$ cat src/rtl/chan_mux_rr.sv
// Registered N-to-1 word multiplexer with per-channel valid/ready handshakes.
// Selects one channel per cycle, either directly by index or by round-robin scan.
module chan_mux_rr #(
  parameter int CHANNELS = 8,
  parameter int WIDTH    = 8,
  localparam int SELW    = (CHANNELS > 2) ? $clog2(CHANNELS) : 1
) (
  input  logic                      clk,
  input  logic                      reset,
  input  logic [CHANNELS*WIDTH-1:0] in_data,
  input  logic [CHANNELS-1:0]       in_valid,
  output logic [CHANNELS-1:0]       in_ready,
  input  logic                      mode,
  input  logic [SELW-1:0]           sel,
  output logic [WIDTH-1:0]          out_data,
  output logic [SELW-1:0]           out_chan,
  output logic                      out_valid,
  input  logic                      out_ready
);

  localparam logic [SELW:0]   CH_W   = (SELW+1)'(CHANNELS);
  localparam logic [SELW-1:0] LAST_W = SELW'(CHANNELS - 1);

  logic [WIDTH-1:0]    r_data_p1;
  logic [SELW-1:0]     r_chan_p1;
  logic                r_vld_p1;
  logic [SELW-1:0]     r_rr_ptr;

  logic                w_space;
  logic                w_grant;
  logic                w_xfer;
  logic [SELW-1:0]     w_gidx;
  logic [SELW:0]       w_sum;
  logic [CHANNELS-1:0] w_rot;
  logic [WIDTH-1:0]    w_data;

  // Stage p0: grant selection and input handshake
  assign w_space = !r_vld_p1 || out_ready;
  assign w_xfer  = w_space && w_grant && !reset;

  always_comb begin
    w_grant = 1'b0;
    w_gidx  = '0;
    w_sum   = '0;
    // Rotate valids so bit k corresponds to channel rr_ptr+k (mod CHANNELS).
    w_rot   = CHANNELS'({in_valid, in_valid} >> r_rr_ptr);
    if (!mode) begin
      for (int i = 0; i < CHANNELS; i++) begin
        if (sel == SELW'(i) && in_valid[i]) begin
          w_grant = 1'b1;
          w_gidx  = SELW'(i);
        end
      end
    end else begin
      // Scan downward so the nearest valid channel after rr_ptr wins last.
      for (int k = CHANNELS - 1; k >= 0; k--) begin
        if (w_rot[k]) begin
          w_sum = {1'b0, r_rr_ptr} + (SELW+1)'(k);
          if (w_sum >= CH_W) w_sum = w_sum - CH_W;
          w_gidx  = w_sum[SELW-1:0];
          w_grant = 1'b1;
        end
      end
    end
  end

  always_comb begin
    w_data   = '0;
    in_ready = '0;
    for (int i = 0; i < CHANNELS; i++) begin
      if (w_gidx == SELW'(i)) begin
        w_data      = in_data[i*WIDTH +: WIDTH];
        in_ready[i] = w_xfer;
      end
    end
  end

  // Stage p1: output register and round-robin pointer
  always_ff @(posedge clk) begin
    if (reset) begin
      r_vld_p1  <= 1'b0;
      r_data_p1 <= '0;
      r_chan_p1 <= '0;
      r_rr_ptr  <= '0;
    end else if (w_xfer) begin
      r_vld_p1  <= 1'b1;
      r_data_p1 <= w_data;
      r_chan_p1 <= w_gidx;
      if (mode) r_rr_ptr <= (w_gidx == LAST_W) ? '0 : w_gidx + 1'b1;
    end else if (out_ready) begin
      r_vld_p1  <= 1'b0;
    end
  end

  assign out_data  = r_data_p1;
  assign out_chan  = r_chan_p1;
  assign out_valid = r_vld_p1;

endmodule

$ cat config.mk
export PLATFORM = sky130hd
export DESIGN_NAME = chan_mux_rr
export DESIGN_NICKNAME = d
export VERILOG_FILES = /design/src/rtl/chan_mux_rr.sv
export SDC_FILE = /design/constraint.sdc
export NUM_CORES = 1
export LEC_CHECK = 0
export BUFFER_PORTS_ARGS = -buffer_cell sky130_fd_sc_hd__buf_2
export CAP_MARGIN = 20
export CORE_MARGIN = 2
export CORE_UTILIZATION = 45
export DETAILED_ROUTE_END_ITERATION = 8
export MAX_ROUTING_LAYER = met4
export PLACE_DENSITY = 0.78
export SYNTH_ARGS = -nofsm -noshare
export SYNTH_HDL_FRONTEND = slang
export SYNTH_SLANG_ARGS = --single-unit
$ cat constraint.sdc
create_clock -name clk -period 9.8 [get_ports clk]
set_input_delay 2.94 -clock clk [delete_from_list [all_inputs] [get_ports clk]]
set_output_delay 2.94 -clock clk [all_outputs]
set_load 0.02 [all_outputs]
==> impl_results.md, run 1 <==
* Status: completed
* Routed Antenna Nets at 0
* Clock transition at path regs at 0.06 ns
* Row cnt at 26
* Die ar. at 0.00604 mm²
* DR WL/cell at 17.4 µm
* Filler Cells Inserted at 500
* Synth unique cells at 52
* Post-DP HPWL at 6.02 mm
* Ranking of synthesized cells by area: dfxtp_1 12%, mux4_2 12%, a21oi_1 4.9%, nor2_1 4.6%, mux2_2 4.1%
* DIE WIDTH at 77.7 µm
* Drt drc at 0
* CP cell instances: buf_2 -> mux4_2 -> mux2i_1 -> nand2_1 -> a2111oi_0 -> nor4b_1 -> a211oi_1 -> o22ai_1 -> inv_1 -> ha_1 -> inv_1 -> nor3_1 -> buf_2
* Setup CP Type: input port to primary output
* Hold Crit Class: flip-flop to flip-flop
* H-tree Lvls at 1
* # port buffers at 98
* Initial drt markers at 319
* Setup Skew at 0.00874 ns
* Unrepaired setup endpoints after global routing: false
* Seq cells post-synth at 15
* Die Ht at 77.7 µm
* Post_cts resized at 0
* Synth top area share at 12.3%
* Core area at 0.00517 mm²
* Mapped Area at 0.00244 mm²
* Cts bufs inserted at 3
* # IOs at 99
* Starting Density at 47.3%
* Via density at 6.24
* Hold buffers post-CTS at 0
* Final setup fails at 0
* Leakage at 1.32 nW
* Nets at 479
* Post-synthesis async set-or-reset flop share at 0%
* Pwr dens at 132 mW/mm²
* Vias in the first global route at 2646
* GRT overflow at 0
* Fin crit share at 94.7%
* Crit path required time at 6.86 ns
* Area Overhead vs Synth at 20.7%
* Final RePlAce weighted congestion at 0.942
* DRT Pass-1 Iters at 5
* Max-slew headroom at 35.9%
* Crit-path max cell delay at 0.52 ns
* Cell with the most instances after synthesis: nor2_1
* Critical Path AT at 6.34 ns
* First-pass GRT wire length at 12.8 mm
* Syn Inst Count at 317
* Warnings from Yosys at 0
* Post-synth top flop: dfxtp_1
* Worst VDD drop at 101 µV
* Total Neg Setup Slack at 0 ns
* Total global-route track usage at 26.4%
* Post-Synthesis Net Count at 403
* Avg Cell Area, Syn at 7.71 µm²
* CTS sink count at 15
* Ratio of cells with drive above 1 in the final layout at 34.2%
* Antenna Cells at 0
* CP Capture Type: primary output
* Tmin final at 9.28 ns
* Sequential element share of the synthesized area at 12.3%
* Max Slew Vio Count at 0
* Post-CTS setup buffers at 0
* Total Wirelength at 8.06 mm
* WP buf/inv at 4
* Worst Path Max Fanout at 17
* Clk root buf: clkbuf_8
* Total power at 0.000390 W
* Hold Vio Cnt, Final at 0
* Critical path's top delay family: compound AO/OA/AOI/OAI gates
* Largest net degree at the start of global routing at 42
* CTS tree: built
* Max-cap violation count at 0
* Slew @ Worst Pin at 0.958 ns
* Startpoint types: input port
* Clock latency on the worst-skew pair at 0.25 ns
* Clk buf depth at 2
* Detailed-route via count at 2885
* Critical-path top delay cell: ha_1
* Antenna violations before repair at 0
* Max Freq at 108 MHz
* Top post-synthesis cells by count: 30 x nor2_1, 24 x a21oi_1, 23 x clkbuf_1
* Number of synthesized flops with an enable pin at 0
* Yosys top cell by area: dfxtp_1
worst min-delay path, delay by kind of cell, from the launching register on:
| kind | cells | cell delay (ns) |
|---|---|---|
| DFF | 1 | 0.31 |
| and+or+nand+nor | 1 | 0.06 |
| AOI/OAI and AO/OA | 1 | 0.05 |
logic make-up after synthesis:
group,synth area share [%]
buffers and inverters,9.16
flip-flops,12.3
multiplexers,20.9
adder cells (fa/ha/maj),3.58
AND/OR/NAND/NOR,18.3
AO/OA/AOI/OAI,35.8
flip-flops by register name (all words and copies together) (netlist names):
register	flops
out_data	8
out_chan	3
r_rr_ptr	3
out_valid	1
layer usage:
metal | vias up | share of wire, % | track usage (%)
met5 | - | 0 | -
met3 | 14 | 7.0 | 4.53
li1 | 1386 | - | -
met2 | 152 | 49 | 42.3
met1 | 1333 | 43 | 34.8
met4 | 0 | 1.8 | 6.43
power breakdown:
part           internal (W)  switching [W]
clock network     0.0000281      0.0000224
logic              0.000105       0.000149
registers         0.0000723      0.0000128
per-stage QoR:
stage / worst slack [ns] / cell area (µm²) / cells / utilization [%] / hold WS [ns]
floorplan: 0.848 / 2440 / 317 / - / 0.540
global route: 0.312 / 2950 / 462 / 57.0 / 0.499
finish: 0.523 / 2950 / 462 / 57.0 / 0.466
global placement: 0.812 / 2900 / 458 / 56.1 / 0.462
CTS: 0.613 / 2950 / 462 / 57.0 / 0.472
detailed placement: 0.609 / 2900 / 458 / 56.1 / 0.465
final cells by class:
| class | instances | area [µm²] | share of cell area, % |
|---|---|---|---|
| Multi-Input combinational cell | 252 | 1920 | 65.1 |
| Timing Repair Buffer | 103 | 528 | 17.9 |
| Sequential cell | 15 | 300 | 10.2 |
| Tap cell | 70 | 87.6 | 2.97 |
| Inverter | 18 | 67.6 | 2.29 |
| Clock buffer | 3 | 41.3 | 1.40 |
| Clock inverter | 1 | 5.00 | 0.170 |
layout by cell type (no fill, tap or decap), types with 2 or more instances in the layout:
master / synthesis / layout
mux2_2: 9 / 9
nand3_1: 9 / 9
ha_1: 7 / 7
o221a_1: 2 / 2
o22ai_1: 9 / 9
nand2_1: 21 / 21
buf_2: 5 / 98
nor3_1: 13 / 13
o21ai_0: 6 / 6
nor2b_1: 3 / 3
mux4_2: 13 / 13
a211oi_1: 7 / 7
mux2i_1: 9 / 9
a22oi_1: 8 / 8
buf_4: 0 / 5
a21oi_1: 24 / 24
a31o_1: 3 / 3
o211ai_1: 6 / 6
a221oi_1: 8 / 8
and2_1: 3 / 3
a211o_1: 7 / 7
a22o_1: 2 / 2
a32o_1: 6 / 6
o21ai_1: 5 / 5
o311ai_1: 2 / 2
and3_1: 4 / 4
clkbuf_8: 0 / 3
a222oi_1: 2 / 2
or3_1: 2 / 2
nor2_1: 30 / 30
dfxtp_1: 15 / 15
a31oi_1: 3 / 3
nand2b_1: 3 / 3
inv_1: 18 / 18
o21a_1: 7 / 7
nor3b_1: 3 / 3
final timing paths:
check | cells after the start | slack (ns) | end | startpoint
worst min-delay path | 2 | 0.47 | out_chan[1] | out_chan[1]
worst max register to register | 15 | 4.78 | out_data[1] | r_rr_ptr[0]
worst min register to register | 2 | 0.47 | out_chan[1] | out_chan[1]
worst max-delay path | 13 | 0.52 | in_ready[7] | in_valid[2]
No activity file was read; power rests on OpenSTA's default activity.
==> inputs of run 2 (changes only) <==
--- a/config.mk
+++ b/config.mk
@@ -7,6 +7,7 @@
 export LEC_CHECK = 0
 export BUFFER_PORTS_ARGS = -buffer_cell sky130_fd_sc_hd__buf_2
 export CAP_MARGIN = 20
+export CORE_ASPECT_RATIO = 0.8
 export CORE_MARGIN = 2
 export CORE_UTILIZATION = 45
 export DETAILED_ROUTE_END_ITERATION = 8
==> run 2 against run 1 <==
Core utilization grew 0.34 points; clock power is essentially flat; first-iteration DRC count shrank 17%; die area is essentially flat; wire length shrank 1.9%; register-to-register slack lost 0.16 ns; worst setup slack gained 0.24 ns; clock skew shrank 0.0066 ns; non-clock buffer count is the same; global-route usage grew 0.094 points; critical path type unchanged.
==> impl_results.md, run 2 (synthesized netlist as in run 1, its figures left out) <==
* Die ar. at 0.00604 mm²
* Worst Path Max Fanout at 16
* Routed Antenna Nets at 0
* Max-slew headroom at 38.7%
* Starting Density at 47.7%
* Critical Path AT at 6.09 ns
* Core area at 0.00512 mm²
* Status: completed
* Nets at 479
* Via density at 6.37
* Max reg flops at 8
* Total Neg Setup Slack at 0 ns
* Post-DP HPWL at 5.97 mm
* GRT overflow at 0
* Crit path required time at 6.86 ns
* Clock transition at path regs at 0.06 ns
* Hold Vio Cnt, Final at 0
* Antenna violations before repair at 0
* Vias in the first global route at 2620
* DIE WIDTH at 86.4 µm
* Cts bufs inserted at 3
* Clk buf depth at 2
* CTS tree: built
* # port buffers at 98
* Worst VDD drop at 69.6 µV
* First-pass GRT wire length at 12.9 mm
* Clk root buf: clkbuf_8
* Max Slew Vio Count at 0
* Ratio of cells with drive above 1 in the final layout at 33.9%
* Hold Slack at 0.476 ns
* Most frequent cells in the layout: 98 x buf_2, 30 x nor2_1, 24 x a21oi_1, 21 x nand2_1, 18 x inv_1
* Row cnt at 23
* DRT Pass-1 Iters at 5
* Hold buffers post-CTS at 0
* H-tree Lvls at 1
* Max Freq at 111 MHz
* Leakage at 1.31 nW
* Total power at 0.000390 W
* # IOs at 99
* Antenna Cells at 0
* Pwr dens at 133 mW/mm²
* Clock latency on the worst-skew pair at 0.24 ns
* Slew @ Worst Pin at 0.918 ns
* Startpoint types: input port
* Area Overhead vs Synth at 20.2%
* CP Capture Type: primary output
* Detailed-route via count at 2890
* DR WL/cell at 17.4 µm
* Unrepaired setup endpoints after global routing: false
* Hold Crit Class: flip-flop to flip-flop
* Drt drc at 0
* Setup CP Type: input port to primary output
* Max-cap violation count at 0
* Final RePlAce weighted congestion at 0.917
* Final setup fails at 0
* Largest net degree at the start of global routing at 42
* Commonest non-fill, non-tap cell in the layout: buf_2
* Fin crit share at 92.2%
* Post-CTS setup buffers at 0
* Die Ht at 69.9 µm
* Tmin final at 9.03 ns
* CTS sink count at 15
* Setup Skew at 0.00216 ns
* Initial drt markers at 266
* Final core utilization at 57.4%
* Total Wirelength at 7.91 mm
* Post_cts resized at 0
* Total global-route track usage at 26.5%
-- run 2: final cells by class --
| class | count | area (µm²) |
|---|---|---|
| flip-flops and latches | 15 | 300 |
| multi-input cells | 252 | 1920 |
| clock buffers | 4 | 45.0 |
| well taps | 62 | 77.6 |
| fillers | 469 | 2180 |
| repair buffers | 103 | 528 |
| inverters | 18 | 67.6 |
-- run 2: metrics by stage --
step           setup WS [ns]  instances  area [µm²]
3_3_place_gp           0.793        450        2890
6_report               0.767        454        2940
4_1_cts                0.827        454        2940
2_1_floorplan          0.848        317        2440
3_5_place_dp           0.839        450        2890
5_1_grt                0.542        454        2940
-- run 2: worst max-delay path: stages --
cell and delay [ns]:
buf_2 0.15, mux4_2 0.48, mux2i_1 0.33, nand2_1 0.21, a2111oi_0 0.35, nor4b_1 0.10, a211oi_1 0.26, o22ai_1 0.20
inv_1 0.12, ha_1 0.54, and3_1 0.25, buf_2 0.16
-- run 2: routing by layer --
metal	track usage, %	vias to the layer above	part of all wire, %
met5	-	-	0
met4	4.86	0	0.90
met3	4.37	6	11
met2	37.2	178	44
met1	40.2	1333	44
li1	-	1373	-
-- run 2: final timing paths --
check,start,endpoint,slack (ns),cells past startpoint
worst max-delay path,in_valid[2],in_ready[2],0.77,12
worst min-delay path,out_chan[1],out_chan[1],0.48,2
worst max register to register,r_rr_ptr[0],out_data[3],4.62,15
worst min register to register,out_chan[1],out_chan[1],0.48,2
-- run 2: power by group --
group / switching (W) / internal (W) / total (W) / leakage (nW)
combinational: 0.000151 / 0.000105 / 0.000256 / 1.17
sequential: 0.0000117 / 0.0000722 / 0.0000839 / 0.124
clock: 0.0000218 / 0.0000287 / 0.0000506 / 0.0228
total: 0.000185 / 0.000206 / 0.000390 / 1.31
==> inputs of run 3 (changes only) <==
--- a/config.mk
+++ b/config.mk
@@ -10,6 +10,7 @@
 export CORE_ASPECT_RATIO = 0.8
 export CORE_MARGIN = 2
 export CORE_UTILIZATION = 45
+export CTS_BUF_LIST = sky130_fd_sc_hd__clkbuf_4 sky130_fd_sc_hd__clkbuf_8
 export DETAILED_ROUTE_END_ITERATION = 8
 export MAX_ROUTING_LAYER = met4
 export PLACE_DENSITY = 0.78
==> run 3 against run 2 <==
Fmax down 0.17%; critical path depth unchanged; worst setup slack worse by 0.015 ns; clock power up 4.3%; combinational power about the same; sequential cell count unchanged; wire length down 0.58%; first-iteration DRC count up 9.4%; largest cell class unchanged.
==> impl_results.md, run 3 (synthesized netlist as in run 1, its figures left out) <==
* Post-DP HPWL at 5.97 mm
* Largest net degree at the start of global routing at 42
* Register area at 300 µm²
* Max-cap violation count at 0
* Max Freq at 111 MHz
* Clk buf depth at 2
* Total global-route track usage at 26.5%
* Worst Path Max Fanout at 16
* CP Capture Type: primary output
* Setup Skew at 0.000929 ns
* Die ar. at 0.00604 mm²
* Routed Antenna Nets at 0
* Crit path required time at 6.86 ns
* Cts bufs inserted at 3
* Die Ht at 69.9 µm
* Nets at 479
* Pwr dens at 133 mW/mm²
* Row cnt at 23
* Final RePlAce weighted congestion at 0.917
* Startpoint types: input port
* Leakage at 1.32 nW
* DIE WIDTH at 86.4 µm
* Tmin final at 9.05 ns
* Antenna violations before repair at 0
* Fin crit share at 92.3%
* Post-CTS setup buffers at 0
* Max reg flops at 8
* Via density at 6.42
* First-pass GRT wire length at 12.9 mm
* Final setup fails at 0
* Hold Vio Cnt, Final at 0
* Filler Cells Inserted at 468
* Clock latency on the worst-skew pair at 0.24 ns
* Fin worst setup slack at 0.752 ns
* CTS tree: built
* Total Wirelength at 7.86 mm
* Slew @ Worst Pin at 0.918 ns
* Status: completed
* Commonest non-fill, non-tap cell in the layout: buf_2
* DR WL/cell at 17.3 µm
* Total Neg Setup Slack at 0 ns
* Antenna Cells at 0
* Max-slew headroom at 38.6%
* Worst VDD drop at 68.8 µV
* Hold buffers post-CTS at 0
* Ratio of cells with drive above 1 in the final layout at 34.2%
* Clock transition at path regs at 0.06 ns
* Unrepaired setup endpoints after global routing: false
* Max Slew Vio Count at 0
* Hold Crit Class: flip-flop to flip-flop
* Initial drt markers at 291
* Placement Setup Slack at 0.839 ns
* Detailed-route via count at 2913
* # port buffers at 98
* Core area at 0.00512 mm²
* Drt drc at 0
* Area Overhead vs Synth at 20.4%
* Post_cts resized at 0
* DRT Pass-1 Iters at 5
* Vias in the first global route at 2618
* H-tree Lvls at 1
* Starting Density at 47.7%
* Most frequent cells in the layout: 98 x buf_2, 30 x nor2_1, 24 x a21oi_1, 21 x nand2_1, 18 x inv_1
* # IOs at 99
* GRT overflow at 0
* Footprint of the multi-input gates at 0.00192 mm²
* CTS sink count at 15
* Setup CP Type: input port to primary output
* Critical Path AT at 6.11 ns
* Clk root buf: clkbuf_8
-- run 3: cell counts in the layout (fill, tap and decap cells not counted) --
No cell type changed its count.
-- run 3: where the power goes --
part	leakage (nW)	switching (W)	internal [W]	total [W]
Combinational	1.17	0.000151	0.000105	0.000255
Clock	0.0262	0.0000213	0.0000315	0.0000528
Sequential	0.124	0.0000115	0.0000723	0.0000838
Total	1.32	0.000183	0.000209	0.000392
-- run 3: area by class of cell --
| class | count | share of cell area [%] |
|---|---|---|
| clock buffer | 4 | 1.66 |
| multi-input combinational | 252 | 65.3 |
| inverter | 18 | 2.30 |
| tap | 62 | 2.64 |
| sequential | 15 | 10.2 |
| timing repair buffer | 103 | 17.9 |
-- run 3: worst max-delay path, stage by stage --
cell and delay [ns]:
buf_2 0.15, mux4_2 0.48, mux2i_1 0.33, nand2_1 0.21, a2111oi_0 0.34, nor4b_1 0.09
a211oi_1 0.28, o22ai_1 0.21, inv_1 0.12, ha_1 0.54, and3_1 0.25, buf_2 0.16
-- run 3: worst paths after layout --
check	start	end	slack [ns]	depth (start not counted)
max reg2reg	r_rr_ptr[0]	out_data[3]	4.59	15
max	in_valid[2]	in_ready[2]	0.75	12
min reg2reg	out_chan[1]	out_chan[1]	0.48	2
min	out_chan[1]	out_chan[1]	0.48	2
-- run 3: layer usage --
metal	GRT usage, %	part of all wire (%)	vias to the layer above
met2	37.4	45	167
met5	-	0	-
met1	40.1	44	1365
met3	4.49	10	6
li1	-	-	1375
met4	4.34	0.59	0
-- run 3: stage by stage --
stage | hold slack (ns) | cell area (µm²) | instances | power (W) | utilization [%]
6_report | 0.479 | 2940 | 454 | 0.000392 | 57.4
5_1_grt | 0.499 | 2940 | 454 | 0.000422 | 57.4
4_1_cts | 0.483 | 2940 | 454 | 0.000389 | 57.4
3_5_place_dp | 0.474 | 2890 | 450 | 0.000335 | 56.5
3_3_place_gp | 0.450 | 2890 | 450 | 0.000332 | 56.5
2_1_floorplan | 0.540 | 2440 | 317 | 0.000271 | -
